[src/rtl/cplx_matmul_pkg.sv]
// Shared definitions for the complex matrix-multiply engine.
// Holds the controller state enum, the clog2 and accumulator-width helpers,
// and pack/unpack helpers for {real, imag} complex elements.
// The optional CPLX_MATMUL_SAT_EN macro is consumed by cplx_matmul_engine.
package cplx_matmul_pkg;

  typedef enum logic [1:0] {
    ST_LOAD = 2'd0,
    ST_MAC  = 2'd1,
    ST_EMIT = 2'd2
  } state_t;

  // Widest component the pack/unpack helpers can carry.
  localparam int MAX_CW = 64;

  function automatic int clog2(input int v);
    int r;
    int x;
    r = 0;
    x = v - 1;
    while (x > 0) begin
      r = r + 1;
      x = x >> 1;
    end
    return r;
  endfunction

  // Full-precision width of one accumulated component: product + add + N terms.
  function automatic int acc_width(input int w, input int n);
    return 2 * w + 1 + clog2(n);
  endfunction

  // Sign-extended real half of a packed element whose components are cw bits.
  function automatic logic signed [MAX_CW-1:0] cplx_re(input logic [2*MAX_CW-1:0] e,
                                                       input int cw);
    logic signed [MAX_CW-1:0] s;
    s = $signed(MAX_CW'(e >> cw));
    s = s <<< (MAX_CW - cw);
    return s >>> (MAX_CW - cw);
  endfunction

  // Sign-extended imaginary half of a packed element whose components are cw bits.
  function automatic logic signed [MAX_CW-1:0] cplx_im(input logic [2*MAX_CW-1:0] e,
                                                       input int cw);
    logic signed [MAX_CW-1:0] s;
    s = $signed(MAX_CW'(e));
    s = s <<< (MAX_CW - cw);
    return s >>> (MAX_CW - cw);
  endfunction

  // Packs the low cw bits of each component as {real, imag}.
  function automatic logic [2*MAX_CW-1:0] cplx_pack(input logic [MAX_CW-1:0] re,
                                                    input logic [MAX_CW-1:0] im,
                                                    input int cw);
    logic [2*MAX_CW-1:0] m;
    logic [2*MAX_CW-1:0] r;
    m = {(2*MAX_CW){1'b1}} >> (2 * MAX_CW - cw);
    r = (({{MAX_CW{1'b0}}, re} & m) << cw) | ({{MAX_CW{1'b0}}, im} & m);
    return r;
  endfunction

endpackage

[src/rtl/cplx_matmul_engine_mac.sv]
// Signed complex multiply-accumulate with clear (module cplx_mac).
// o_sum_* is the value the accumulator takes at the next enabled edge, so the
// caller can register a finished dot product in the same cycle it completes.
module cplx_mac
  import cplx_matmul_pkg::*;
#(
  parameter int W  = 8,
  parameter int AW = 19
) (
  input  logic                 i_clk,
  input  logic                 i_reset,
  input  logic                 i_en,
  input  logic                 i_clr,
  input  logic signed [W-1:0]  i_a_re,
  input  logic signed [W-1:0]  i_a_im,
  input  logic signed [W-1:0]  i_b_re,
  input  logic signed [W-1:0]  i_b_im,
  output logic signed [AW-1:0] o_sum_re,
  output logic signed [AW-1:0] o_sum_im
);

  logic signed [AW-1:0]  r_acc_re;
  logic signed [AW-1:0]  r_acc_im;
  logic signed [2*W-1:0] w_ac;
  logic signed [2*W-1:0] w_bd;
  logic signed [2*W-1:0] w_ad;
  logic signed [2*W-1:0] w_bc;
  logic signed [AW-1:0]  w_term_re;
  logic signed [AW-1:0]  w_term_im;
  logic signed [AW-1:0]  w_base_re;
  logic signed [AW-1:0]  w_base_im;

  // (a+jb)(c+jd) = (ac-bd) + j(ad+bc), added to the accumulator or to zero on clear.
  always_comb begin
    w_ac      = i_a_re * i_b_re;
    w_bd      = i_a_im * i_b_im;
    w_ad      = i_a_re * i_b_im;
    w_bc      = i_a_im * i_b_re;
    w_term_re = {{(AW-2*W){w_ac[2*W-1]}}, w_ac} - {{(AW-2*W){w_bd[2*W-1]}}, w_bd};
    w_term_im = {{(AW-2*W){w_ad[2*W-1]}}, w_ad} + {{(AW-2*W){w_bc[2*W-1]}}, w_bc};
    w_base_re = i_clr ? '0 : r_acc_re;
    w_base_im = i_clr ? '0 : r_acc_im;
    o_sum_re  = w_base_re + w_term_re;
    o_sum_im  = w_base_im + w_term_im;
  end

  // Accumulator register, advanced only on MAC cycles.
  always_ff @(posedge i_clk) begin
    if (i_reset) begin
      r_acc_re <= '0;
      r_acc_im <= '0;
    end else if (i_en) begin
      r_acc_re <= o_sum_re;
      r_acc_im <= o_sum_im;
    end
  end

endmodule

[src/rtl/cplx_matmul_engine.sv]
// Complex N x N matrix multiply engine: C = A x B.
// LOAD streams A/B pairs row-major, MAC spends N cycles per result element,
// EMIT holds one result until the downstream handshake.
// Define CPLX_MATMUL_SAT_EN to saturate outputs to OW bits and report Ovf;
// otherwise outputs wrap to OW bits and Ovf stays 0.
module cplx_matmul_engine
  import cplx_matmul_pkg::*;
#(
  parameter int N  = 3,
  parameter int W  = 8,
  parameter int OW = 2 * W + 1 + clog2(N)
) (
  input  logic            i_clk,
  input  logic            i_reset,
  input  logic            i_in_valid,
  output logic            o_in_ready,
  input  logic [2*W-1:0]  i_in_a,
  input  logic [2*W-1:0]  i_in_b,
  output logic            o_out_valid,
  input  logic            i_out_ready,
  output logic [2*OW-1:0] o_out_data,
  output logic            o_busy,
  output logic            o_ovf
);

  localparam int AW = acc_width(W, N);
  localparam int IW = clog2(N);
  localparam logic [IW-1:0] LAST = IW'(N - 1);

  state_t              r_state;
  logic [IW-1:0]       r_li;
  logic [IW-1:0]       r_lj;
  logic [IW-1:0]       r_i;
  logic [IW-1:0]       r_j;
  logic [IW-1:0]       r_k;
  logic [2*W-1:0]      r_a [N][N];
  logic [2*W-1:0]      r_b [N][N];
  logic                r_in_ready;
  logic                r_out_valid;
  logic                r_busy;
  logic                r_ovf;
  logic [2*OW-1:0]     r_out_data;

  logic [2*W-1:0]      w_a_elem;
  logic [2*W-1:0]      w_b_elem;
  logic signed [W-1:0] w_a_re;
  logic signed [W-1:0] w_a_im;
  logic signed [W-1:0] w_b_re;
  logic signed [W-1:0] w_b_im;
  logic                w_mac_en;
  logic                w_mac_clr;
  logic signed [AW-1:0] w_sum_re;
  logic signed [AW-1:0] w_sum_im;
  logic [OW-1:0]       w_re_o;
  logic [OW-1:0]       w_im_o;
  logic                w_ovf_now;
  logic [2*OW-1:0]     w_pack;

`ifdef CPLX_MATMUL_SAT_EN
  localparam logic signed [AW-1:0] OMAX = {{(AW-OW+1){1'b0}}, {(OW-1){1'b1}}};
  localparam logic signed [AW-1:0] OMIN = {{(AW-OW+1){1'b1}}, {(OW-1){1'b0}}};
`endif

  // Operand fetch for the current dot-product step: A[i][k] and B[k][j].
  always_comb begin
    w_a_elem  = r_a[r_i][r_k];
    w_b_elem  = r_b[r_k][r_j];
    w_a_re    = W'(cplx_re({{(2*MAX_CW-2*W){1'b0}}, w_a_elem}, W));
    w_a_im    = W'(cplx_im({{(2*MAX_CW-2*W){1'b0}}, w_a_elem}, W));
    w_b_re    = W'(cplx_re({{(2*MAX_CW-2*W){1'b0}}, w_b_elem}, W));
    w_b_im    = W'(cplx_im({{(2*MAX_CW-2*W){1'b0}}, w_b_elem}, W));
    w_mac_en  = (r_state == ST_MAC);
    w_mac_clr = (r_k == '0);
  end

  cplx_mac #(
    .W  (W),
    .AW (AW)
  ) u_mac (
    .i_clk    (i_clk),
    .i_reset  (i_reset),
    .i_en     (w_mac_en),
    .i_clr    (w_mac_clr),
    .i_a_re   (w_a_re),
    .i_a_im   (w_a_im),
    .i_b_re   (w_b_re),
    .i_b_im   (w_b_im),
    .o_sum_re (w_sum_re),
    .o_sum_im (w_sum_im)
  );

  // Reduce the full-width sum to OW bits: saturate when enabled, else wrap.
  always_comb begin
    w_re_o    = OW'(w_sum_re);
    w_im_o    = OW'(w_sum_im);
    w_ovf_now = 1'b0;
`ifdef CPLX_MATMUL_SAT_EN
    if (w_sum_re > OMAX) begin
      w_re_o    = OW'(OMAX);
      w_ovf_now = 1'b1;
    end else if (w_sum_re < OMIN) begin
      w_re_o    = OW'(OMIN);
      w_ovf_now = 1'b1;
    end
    if (w_sum_im > OMAX) begin
      w_im_o    = OW'(OMAX);
      w_ovf_now = 1'b1;
    end else if (w_sum_im < OMIN) begin
      w_im_o    = OW'(OMIN);
      w_ovf_now = 1'b1;
    end
`endif
    w_pack = (2*OW)'(cplx_pack(MAX_CW'(w_re_o), MAX_CW'(w_im_o), OW));
  end

  // Matrix storage written by accepted LOAD beats; stale contents are always
  // fully overwritten by the next complete load, so no reset is needed.
  always_ff @(posedge i_clk) begin
    if (!i_reset && r_state == ST_LOAD && i_in_valid) begin
      r_a[r_li][r_lj] <= i_in_a;
      r_b[r_li][r_lj] <= i_in_b;
    end
  end

  // Controller: LOAD -> MAC (N cycles) -> EMIT -> MAC ... -> LOAD, with registered outputs.
  always_ff @(posedge i_clk) begin
    if (i_reset) begin
      r_state     <= ST_LOAD;
      r_li        <= '0;
      r_lj        <= '0;
      r_i         <= '0;
      r_j         <= '0;
      r_k         <= '0;
      r_in_ready  <= 1'b1;
      r_out_valid <= 1'b0;
      r_out_data  <= '0;
      r_busy      <= 1'b0;
      r_ovf       <= 1'b0;
    end else begin
      case (r_state)
        ST_LOAD: begin
          if (i_in_valid) begin
            if (r_lj == LAST) begin
              r_lj <= '0;
              if (r_li == LAST) begin
                r_li       <= '0;
                r_i        <= '0;
                r_j        <= '0;
                r_k        <= '0;
                r_ovf      <= 1'b0;
                r_in_ready <= 1'b0;
                r_busy     <= 1'b1;
                r_state    <= ST_MAC;
              end else begin
                r_li <= r_li + 1'b1;
              end
            end else begin
              r_lj <= r_lj + 1'b1;
            end
          end
        end
        ST_MAC: begin
          if (r_k == LAST) begin
            r_k         <= '0;
            r_out_valid <= 1'b1;
            r_out_data  <= w_pack;
            r_ovf       <= r_ovf | w_ovf_now;
            r_state     <= ST_EMIT;
          end else begin
            r_k <= r_k + 1'b1;
          end
        end
        ST_EMIT: begin
          if (i_out_ready) begin
            r_out_valid <= 1'b0;
            if (r_j == LAST) begin
              r_j <= '0;
              if (r_i == LAST) begin
                r_i        <= '0;
                r_in_ready <= 1'b1;
                r_busy     <= 1'b0;
                r_state    <= ST_LOAD;
              end else begin
                r_i     <= r_i + 1'b1;
                r_state <= ST_MAC;
              end
            end else begin
              r_j     <= r_j + 1'b1;
              r_state <= ST_MAC;
            end
          end
        end
        default: begin
          r_state <= ST_LOAD;
        end
      endcase
    end
  end

  // In the wrapping build w_ovf_now is constant 0, so Ovf is tied low.
  assign o_in_ready  = r_in_ready;
  assign o_out_valid = r_out_valid;
  assign o_out_data  = r_out_data;
  assign o_busy      = r_busy;
  assign o_ovf       = r_ovf;

endmodule

[config.mk]
export PLATFORM = sky130hd
export DESIGN_NAME = cplx_matmul_engine
export DESIGN_NICKNAME = d
export VERILOG_FILES = /design/src/rtl/cplx_matmul_pkg.sv /design/src/rtl/cplx_matmul_engine_mac.sv /design/src/rtl/cplx_matmul_engine.sv
export SDC_FILE = /design/constraint.sdc
export NUM_CORES = 1
export LEC_CHECK = 0
export ABC_AREA = 1
export CORE_MARGIN = 3
export CORE_UTILIZATION = 65
export CTS_BUF_LIST = sky130_fd_sc_hd__clkbuf_8
export DETAILED_ROUTE_END_ITERATION = 8
export PLACE_DENSITY = 0.83
export SYNTH_ARGS = -nofsm -noshare
export SYNTH_HDL_FRONTEND = slang
export SYNTH_SLANG_ARGS = --single-unit
[constraint.sdc]
create_clock -name i_clk -period 11.4 [get_ports i_clk]
set_clock_uncertainty 0.05 [all_clocks]
set_input_delay 3.42 -clock i_clk [delete_from_list [all_inputs] [get_ports i_clk]]
set_output_delay 3.42 -clock i_clk [all_outputs]
set_load 0.03 [all_outputs]
==> flow_summary.ini <==
[run_status]
status = complete, no violations

[routing]
ant_nets = 0
drt-total-wl_um = 66600
dr_wl_met2_um = 33400
viasPerCell = 5.57
vias = 20433
wl_met3_um = 4850
drt_pass1_iterations = 5
met1_length_um = 25200
first_iter_violations = 1867
avgRoutedWirePerCell_um = 18.1
drc = 0
highest_layer = met5

[setup_path]
path_common_cell = nand2_1
crit_type = register to register
critical-path-max-stage-delay_ns = 0.83
crit_path_top_delay_cell = dfxtp_2
crit_required_ns = 11.92
end_kind = register
crit_fanout = 28
crit_arrival_ns = 9.78
start_kind = register

[layout]
ff_latch_area_mm2 = 0.0106
nNetsFinal = 3517
multiInputGateArea_mm2 = 0.0145
drive_above_1_share = 0.0763
n_antenna_cell = 0
area_growth_pct = 8.10
fill_cells = 3041

[place]
portBuffers = 76
hpwl_um = 47600
routabilityCongestion = 0.915

[clock_tree]
clk_pin_slew_ns = 0.06
clockBufferDepth = 3
cts_tree = yes
hold_buffers = 0
htreeDepth = 2
clock_latency_ns = 0.67
cts_sinks = 383
ctsResizeCount = 0
cts_root_buf = clkbuf_8
post_cts_buffers = 0
cts_made_buffers = 61

[synthesis]
ys_seq_area_frac = 0.372
yosys.cell_types.count = 47
synth_area_mm2 = 0.0283
synthMuxAreaShare = 0.0381
synthCells = 2992
synth_xor_xnor_area_share = 0.0176
async_flop_share = 0
syn_avg_cell_area_um2 = 9.47
synth_top_family_by_area = adder cells
synth_warnings = 0
synth_ff_type = edfxtp_1
synth_edf_count = 288
synth_compound_area_frac = 0.0803
synth-seq-cells = 383
syn_nets = 3458
yosys.area_share.simple = 0.108
yosys.area_share.adder = 0.264

[sta]
tightest_slew_ns = 1.08
maxSlewViolCount = 0
fmax_mhz = 108
hold_violations = 0
timing.hold.ws_ns = 0.407
slew-limit-headroom = 0.274
period_needed_ns = 9.26
rsz0062_at_grt = false
setup_viol = 0
period_share = 0.812
finalSetupTns_ns = 0

[floorplan]
core_mm2 = 0.0425
die_w_um = 215
dieHeight_um = 215
die_area_mm2 = 0.0461
rows = 75
ios = 78
start_util = 0.667

[global_route]
grt_usage = 0.294
antenna_found_initial = 2
grt_pass1_vias = 21782
grt_overflow_total = 0
grt_max_degree = 64
grt_pass1_wl_um = 108000

[job]
cap_violations = 0

[hold_path]
hp-class = register to register
-- logic make-up after synthesis --
group	count (synthesis)
mux	96
buf+inv	860
xor+xnor	57
flops	383
fa+ha+maj	430
compound gates	426
other cells	1
simple gates	739
-- flip-flops by register name (all words and copies together), names as in the netlist, named ones only --
signal and count:
o_busy 1, o_in_ready 1, o_out_data 38, o_out_valid 1, r_a 144, r_b 144, r_i 2, r_j 2
r_k 2, r_li 2, r_lj 2, r_state 2, u_mac.r_acc_im 19, u_mac.r_acc_re 19
-- synth_stat cells (4+ instances only) --
cell      instances  share of area
a21oi_1         194          0.034
nand3b_1          6         0.0016
a211oi_1          4         0.0011
o31ai_1           5         0.0013
dfxtp_1          95          0.067
clkbuf_1         36         0.0048
nor2_1          183          0.024
o21ai_0         158          0.028
mux2_2           95          0.038
fa_1            281           0.20
inv_1           755           0.10
nor3_1            9         0.0016
nand2_1         412          0.055
xor2_1           35          0.011
xnor2_1          22         0.0068
nand3_1          96          0.017
a21o_1           12         0.0032
nand4_1           9         0.0020
ha_1            149          0.066
nand3_2          12         0.0042
o21ai_1          16         0.0028
a31oi_1           6         0.0013
edfxtp_1        288           0.31
buf_1             4        0.00053
o211ai_1         22         0.0058
buf_4             7         0.0019
buf_6             8         0.0032
buf_2            45         0.0079
-- cell usage in the layout (no fill, tap or decap), types with 64 or more instances in the layout --
cell,instances
nor2_1,174
inv_1,777
nand3_1,96
mux2_2,95
edfxtp_1,288
a21oi_1,194
dfxtp_1,91
clkdlybuf4s50_1,75
fa_1,281
o21ai_0,158
clkbuf_8,64
nand2_1,412
ha_1,149
-- layout make-up --
class	count	area share
sequential	383	0.344
tap	577	0.0236
clock inverter	42	0.00764
multi-input combinational	1749	0.473
inverter	760	0.0931
timing repair buffer	96	0.0296
clock buffer	64	0.0287
-- stage by stage --
step / area [um2] / cells / utilization / setup slack [ns]
2_1_floorplan: 28300 / 2992 / - / 4.05
3_3_place_gp: 29500 / 3565 / 0.695 / 2.52
3_5_place_dp: 29500 / 3565 / 0.695 / 2.29
4_1_cts: 30600 / 3671 / 0.721 / 2.22
5_1_grt: 30600 / 3671 / 0.721 / 1.52
6_report: 30600 / 3671 / 0.721 / 2.14
-- worst paths after layout --
| check | slack (ns) | endpoint | start | depth (start not counted) |
|---|---|---|---|---|
| setup reg to reg | 2.14 | o_out_data[18]$_SDFFE_PP0P_ | register | 37 |
| hold / removal | 0.41 | u_mac.r_acc_im[1]$_SDFFE_PP0P_ | u_mac.r_acc_im[1]$_SDFFE_PP0P_ | 2 |
| setup / recovery | 2.14 | o_out_data[18]$_SDFFE_PP0P_ | register | 37 |
| hold reg to reg | 0.41 | u_mac.r_acc_im[1]$_SDFFE_PP0P_ | u_mac.r_acc_im[1]$_SDFFE_PP0P_ | 2 |
-- layer usage --
metal / track usage / up-vias
met1: 0.353 / 9924
met2: 0.516 / 806
li1: - / 9470
met4: 0.141 / 4
met3: 0.0507 / 229
met5: 0 / -
-- critical path, delay by kind of cell (launching register included) --
family                     cells  cell delay, ns
muxes                          1            0.39
adders and majority gates      8            3.68
xor gates and xnor gates       1            0.16
AOI/OAI and AO/OA              7            1.30
buffers and inverters          6            0.67
DFF                            1            0.83
and+or+nand+nor               14            2.09
Power is not shown: default switching activity piles up to over one toggle a cycle in this logic, so the estimate is an artifact.
